File: src/rtl/dg0045_rom_fetch_seq.sv
// Instruction fetch sequencer for the DG0045 core: rebuilds the 10-bit PC from the
// multiplexed PC_HL bus and fetches the opcode byte over a req/ack memory handshake.
module dg0045_rom_fetch_seq #(
  parameter bit REUSE  = 1'b1,
  parameter int MISS_W = 8
) (
  input  logic              clk,
  input  logic              rst,
  input  logic              ena,
  input  logic [4:0]        pc_hl,
  output logic              pc_mux,
  output logic              rom_req,
  output logic [9:0]        rom_addr,
  input  logic              rom_ack,
  input  logic [7:0]        rom_data,
  output logic [7:0]        rom_byte,
  output logic [MISS_W-1:0] miss_cnt,
  output logic [2:0]        phase
);

  typedef enum logic [2:0] {
    IDLE  = 3'd0,
    CAPLO = 3'd1,
    CAPHI = 3'd2,
    REQ   = 3'd3,
    DONE  = 3'd4
  } state_t;

  localparam logic [MISS_W-1:0] MISS_MAX = '1;
  localparam logic [MISS_W-1:0] MISS_ONE = {{(MISS_W-1){1'b0}}, 1'b1};

  state_t      state;
  logic [4:0]  addr_lo;
  logic [4:0]  addr_hi;
  logic [9:0]  last_addr;
  logic        last_valid;
  logic [9:0]  next_addr;
  logic        hit;

  assign rom_addr  = {addr_hi, addr_lo};
  // The hit test uses the high half arriving on this very edge.
  assign next_addr = {pc_hl, addr_lo};
  assign hit       = REUSE && last_valid && (next_addr == last_addr);

  always_ff @(posedge clk or posedge rst) begin
    if (rst) begin
      state      <= IDLE;
      phase      <= 3'd0;
      pc_mux     <= 1'b0;
      rom_req    <= 1'b0;
      addr_lo    <= 5'd0;
      addr_hi    <= 5'd0;
      rom_byte   <= 8'h00;
      miss_cnt   <= '0;
      last_addr  <= 10'd0;
      last_valid <= 1'b0;
    end else if (ena) begin
      phase  <= phase + 3'd1;
      pc_mux <= (phase == 3'd6);
      case (state)
        IDLE: begin
          if (phase == 3'd5) state <= CAPLO;
        end
        CAPLO: begin
          if (phase == 3'd6) begin
            addr_lo <= pc_hl;
            state   <= CAPHI;
          end
        end
        CAPHI: begin
          if (phase == 3'd7) begin
            addr_hi <= pc_hl;
            if (hit) begin
              state <= DONE;
            end else begin
              state   <= REQ;
              rom_req <= 1'b1;
            end
          end
        end
        REQ: begin
          // An ack on the deadline edge still wins over the miss.
          if (rom_ack) begin
            rom_byte   <= rom_data;
            last_addr  <= rom_addr;
            last_valid <= 1'b1;
            rom_req    <= 1'b0;
            state      <= DONE;
          end else if (phase == 3'd2) begin
            rom_byte   <= 8'h00;
            last_valid <= 1'b0;
            if (miss_cnt != MISS_MAX) miss_cnt <= miss_cnt + MISS_ONE;
            rom_req    <= 1'b0;
            state      <= DONE;
          end
        end
        DONE: begin
          if (phase >= 3'd2 && phase <= 3'd4) state <= IDLE;
        end
        default: begin
          state   <= IDLE;
          rom_req <= 1'b0;
        end
      endcase
    end
  end

endmodule

File: config.mk
export PLATFORM = sky130hd
export DESIGN_NAME = dg0045_rom_fetch_seq
export DESIGN_NICKNAME = d
export VERILOG_FILES = /design/src/rtl/dg0045_rom_fetch_seq.sv
export SDC_FILE = /design/constraint.sdc
export NUM_CORES = 1
export LEC_CHECK = 0
export CAP_MARGIN = 20
export CELL_PAD_IN_SITES_DETAIL_PLACEMENT = 2
export CELL_PAD_IN_SITES_GLOBAL_PLACEMENT = 2
export CORE_UTILIZATION = 33
export DETAILED_ROUTE_END_ITERATION = 10
export PLACE_DENSITY_LB_ADDON = 0.1
export SLEW_MARGIN = 20
export SYNTH_ARGS = -nofsm -noshare
export SYNTH_HDL_FRONTEND = slang
export SYNTH_SLANG_ARGS = --single-unit
File: constraint.sdc
create_clock -name clk -period 2.1 [get_ports clk]
set_clock_uncertainty 0.15 [all_clocks]
set_input_delay 0.21 -clock clk [delete_from_list [all_inputs] [get_ports clk]]
set_output_delay 0.21 -clock clk [all_outputs]
set_load 0.02 [all_outputs]
* Yosys cells after proc, flatten, opt, wreduce, memory -nomap -nowiden
Index checks and enable logic that the tools add are counted.
** Storage, ports and cells
- Bits of input ports :: 17
- Word-level logic and storage cells :: 60
- Bits in registers :: 45
** Operators by class
- Bitwise logic cells :: 2
- Add/subtract/negate cells :: 2
- Muxes and demuxes :: 16
- Reductions and logical operators :: 12
- Magnitude comparators :: 2
- Equality and inequality tests :: 16
** Operator list (count)
- 3-bit 2-to-1 mux :: 7
- 8-bit 2-to-1 mux :: 2
- 3-bit one-hot mux with 5 select lines :: 1
- 3-bit equality test (second input constant) :: 4
- 3-bit AND reduction :: 4
- 10-bit equality test :: 1
- 2-bit != test (second input constant) :: 5
- 5-bit AND reduction :: 2
- 3-bit by 2-bit equality test with 1-bit output (second input constant) :: 3
- 8-bit by 1-bit adder with 8-bit output (second input constant) :: 1
- 8-bit != test (second input constant) :: 1
- 6-bit AND reduction :: 1
- 1-bit 2-to-1 mux :: 5
- 3-bit by 1-bit adder with 3-bit output (second input constant) :: 1
- 3-bit by 1-bit equality test with 1-bit output (second input constant) :: 1
- 3-bit by 2-bit greater-or-equal comparator with 1-bit output (second input constant) :: 1
- 3-bit less-or-equal comparator (second input constant) :: 1
- 3-bit zero test :: 1
- 3-bit != test (second input constant) :: 1
- 1-bit one-hot mux with 3 select lines :: 1
- 3-bit OR reduction :: 1
- 1-bit logical AND :: 2
- 1-bit inverter :: 2
- 2-bit nonzero test :: 1

* Depth between registers and ports, before layout
- Word-level depth :: 5
- Gate-level depth with buffers :: 6

* Worst setup path after synthesis
No wires, ideal clock.
- Path kind :: register to register
- Start :: reg phase[1]
- End :: reg addr_lo[0]
- Path buffers :: 0
- Library setup time :: 0.125 ns
- Data required time :: 1.825 ns
- Arrival time :: 1.572 ns
- Cell stages (with the launch flop) :: 5
- Path slack :: 0.254 ns
- Cells stage by stage :: dfrtp_1 -> ha_1 -> nand2_1 -> nor3_4 -> mux2_2
** Between the ends
- Longest elaborated chain between the ends :: 2
** Ends and longest elaborated chain
- start: declaration :: RTL line 18 : output logic [2:0] phase
- start signal: assignment :: RTL line 58 : phase <= phase + 3'd1;
- 3-bit equality test :: RTL line 65 : if (phase == 3'd6) begin
- 3-bit AND reduction (no source line)
- end signal: assignment :: RTL line 66 : addr_lo <= pc_hl;
- end: declaration :: RTL line 33 : logic [4:0] addr_lo;
Every way passes these cells.
A chain may end at the register's enable or synchronous reset.

* Worst setup path after layout
- Start :: reg phase[0]
- End :: reg addr_lo[2]
The elaborated chain is that of the path after synthesis.

==> flow_summary.json <==
{
  "setup_ws_ns": 0.0596,
  "synth-main-ff-cell": "dfrtp_1",
  "syn_area_per_cell_sq_um": 12.8,
  "synth.most_common_cell": "dfrtp_1",
  "setup_viol": 0,
  "vias": 1580,
  "fillers": 661,
  "die_h_um": 83.3,
  "hpwl_mm": 4.32,
  "viasPerCell": 5.15,
  "hold_viol_final": 0,
  "worstPathArrival_ns": 2.08,
  "dr.pass1.iters": 4,
  "drv_cap": 0,
  "htree_levels": 2,
  "synth_edf_count": 0,
  "endpoint_kind": "flip-flop",
  "seqCellArea_sq_um": 1130,
  "synthArstFlopShare": 1.00,
  "grt_max_degree": 22,
  "fp.dieArea_sq_um": 6950,
  "status": "finished clean",
  "diodes": 0,
  "place_ws_ns": 0.0122,
  "drive_above_1_share": 0.209,
  "pin_count": 48,
  "die-width_um": 83.3,
  "area_growth_pct": 33.5,
  "startpoint_type": "flip-flop",
  "synthTopCellsByCount": "dfrtp_1 (45), xnor2_1 (17), mux2_2 (14), a22o_1 (8)",
  "critPathKind": "reg -> reg",
  "synth_area_leaders": "dfrtp_1 (52%), mux2_2 (7.2%), xnor2_1 (6.8%)",
  "powerDensity_nw_per_um2": 1290,
  "drtIter0Drc": 37,
  "syn-instance-count": 170,
  "antenna_left": 0,
  "netlist_area_sq_um": 2180,
  "ys_seq_elements": 45,
  "required_ns": 2.14,
  "crit_fanout": 6,
  "multiInputGateArea_sq_um": 1010,
  "synth_nets": 192,
  "hold_buffers": 0,
  "synth.top_cell.area_share": 0.516,
  "grt_pass1_wl_mm": 9.71,
  "worstHoldPathType": "in -> async",
  "layout.nets": 251,
  "initial_core_util": 0.342,
  "gp_congestion": 0.814,
  "tightest_slew_ns": 0.538,
  "drt_wl_total_mm": 5.94,
  "core-area_sq_um": 6390,
  "portBuffers": 47,
  "wl_per_cell_um": 19.3,
  "grt_pass1_vias": 1802,
  "finalCriticalPeriod_ns": 2.04,
  "ys_seq_area_frac": 0.516,
  "final_max_slew_viol_count": 0,
  "root_buffer": "clkbuf_8",
  "total_power_mw": 3.76,
  "cts-buffers-inserted": 5,
  "max-vdd-ir-drop_uv": 673,
  "yosysTopAreaCell": "dfrtp_1",
  "drc": 0,
  "clock-sinks": 45,
  "rows": 29,
  "yosys_warnings": 0,
  "timing.final.crit_share": 0.972,
  "clkLatencyLatePin_ns": 0.31,
  "track_usage": 0.180,
  "max_freq_mhz": 490,
  "clk_path_buf_depth": 2,
  "antenna_found_initial": 0,
  "max_slew_margin": 0.639,
  "synth_cell_types": 45,
  "grt_overflow": 0,
  "path_clk_slew_ns": 0.10,
  "cts_tree": "built",
  "p_leak_nw": 1.24
}
-- registers in the layout, indices dropped and copies added (netlist names) --
name	flops
last_addr	10
miss_cnt	8
rom_byte	8
addr_hi	5
addr_lo	5
phase	3
state	3
last_valid	1
pc_mux	1
rom_req	1
-- worst max-delay path, cell delays in order (launching register included) --
cell and delay (ns):
dfrtp_1 0.46, inv_1 0.10, ha_1 0.27, nand2_1 0.18, nor3_4 0.29, buf_12 0.16
mux2_2 0.33
-- area by class of cell --
cell class,instances,share of cell area
Sequential cell,45,0.386
Clock inverter,3,0.00601
Tap cell,77,0.0331
Multi-Input combinational cell,114,0.347
Timing Repair Buffer,57,0.196
Clock buffer,5,0.0236
Inverter,6,0.00773
-- worst paths after layout --
| check | from | end | slack, ns | cells after the start |
|---|---|---|---|---|
| min in group clk | miss_cnt[5]$_DFFE_PP0P_ | miss_cnt[5]$_DFFE_PP0P_ | 0.35 | 1 |
| worst min register to register | miss_cnt[5]$_DFFE_PP0P_ | miss_cnt[5]$_DFFE_PP0P_ | 0.35 | 1 |
| worst min-delay path | rst | state[2]$_DFFE_PP0P_ | 0.03 | 2 |
| max in group asynchronous | rst | addr_hi[0]$_DFFE_PP0P_ | 1.14 | 3 |
| worst max register to register | phase[0]$_DFFE_PP0P_ | addr_lo[2]$_DFFE_PP0P_ | 0.06 | 6 |
| worst max-delay path | phase[0]$_DFFE_PP0P_ | addr_lo[2]$_DFFE_PP0P_ | 0.06 | 6 |
-- cells by family (layout without fill, tap and decap cells) --
family / count (synthesis) / after routing / share of synthesized area
fa+ha+maj: 5 / 5 / 0.0287
flops: 45 / 45 / 0.516
xor+xnor: 18 / 18 / 0.0722
compound gates: 26 / 26 / 0.0928
mux: 22 / 22 / 0.122
simple gates: 43 / 43 / 0.144
buf+inv: 11 / 71 / 0.0246
-- layout by cell type, fill, tap and decap left out, types with 2 or more instances in the layout --
cell and instances:
nor3_4 2, inv_1 5, a22o_1 8, o21ai_0 4, nand3b_1 2, dfrtp_1 45
o211ai_1 2, buf_12 2, nor2b_1 3, xnor2_1 17, buf_4 8, nand3_1 7
nand2_1 3, clkinv_2 2, nand4_1 7, ha_1 5, mux2_2 14, nor2_1 4
and3_1 3, mux2_1 3, clkdlybuf4s50_1 47, and4_1 2, clkbuf_8 5, mux2_4 5
-- report_power, final --
part | total (mW) | switching [mW] | internal, mW
sequential | 1.50 | 0.332 | 1.17
combinational | 1.71 | 0.803 | 0.907
clock | 0.543 | 0.313 | 0.230
-- routing by layer --
metal | part of all wire | global-route usage | wire length, um | up-vias
met4 | 0.012 | 0.0611 | 74 | 0
met3 | 0.032 | 0.0348 | 191 | 5
met1 | 0.44 | 0.221 | 2600 | 812
met2 | 0.52 | 0.317 | 3080 | 27
li1 | - | - | - | 736
met5 | 0 | 0 | 0 | -
-- metrics by stage --
stage / util / cells / setup TNS, ns / hold WS (ns) / cell area (sq um)
after detailed placement: 0.438 / 298 / 0 / 0.342 / 2800
after global placement: 0.438 / 298 / 0 / 0.338 / 2800
final: 0.456 / 307 / 0 / 0.0269 / 2910
after global routing: 0.456 / 307 / -0.180 / 0.0615 / 2910
after CTS: 0.452 / 306 / 0 / 0.0433 / 2890
after floorplan: - / 170 / 0 / 0.193 / 2180
-- what timing repair did --
| action | CTS | global route |
|---|---|---|
| setup endpoints to repair | 0 | 14 |
| gates resized for setup | 0 | 1 |
| setup buffers | 0 | 1 |
| hold endpoints to repair | 0 | 0 |
(Power assumes the default switching activity.)
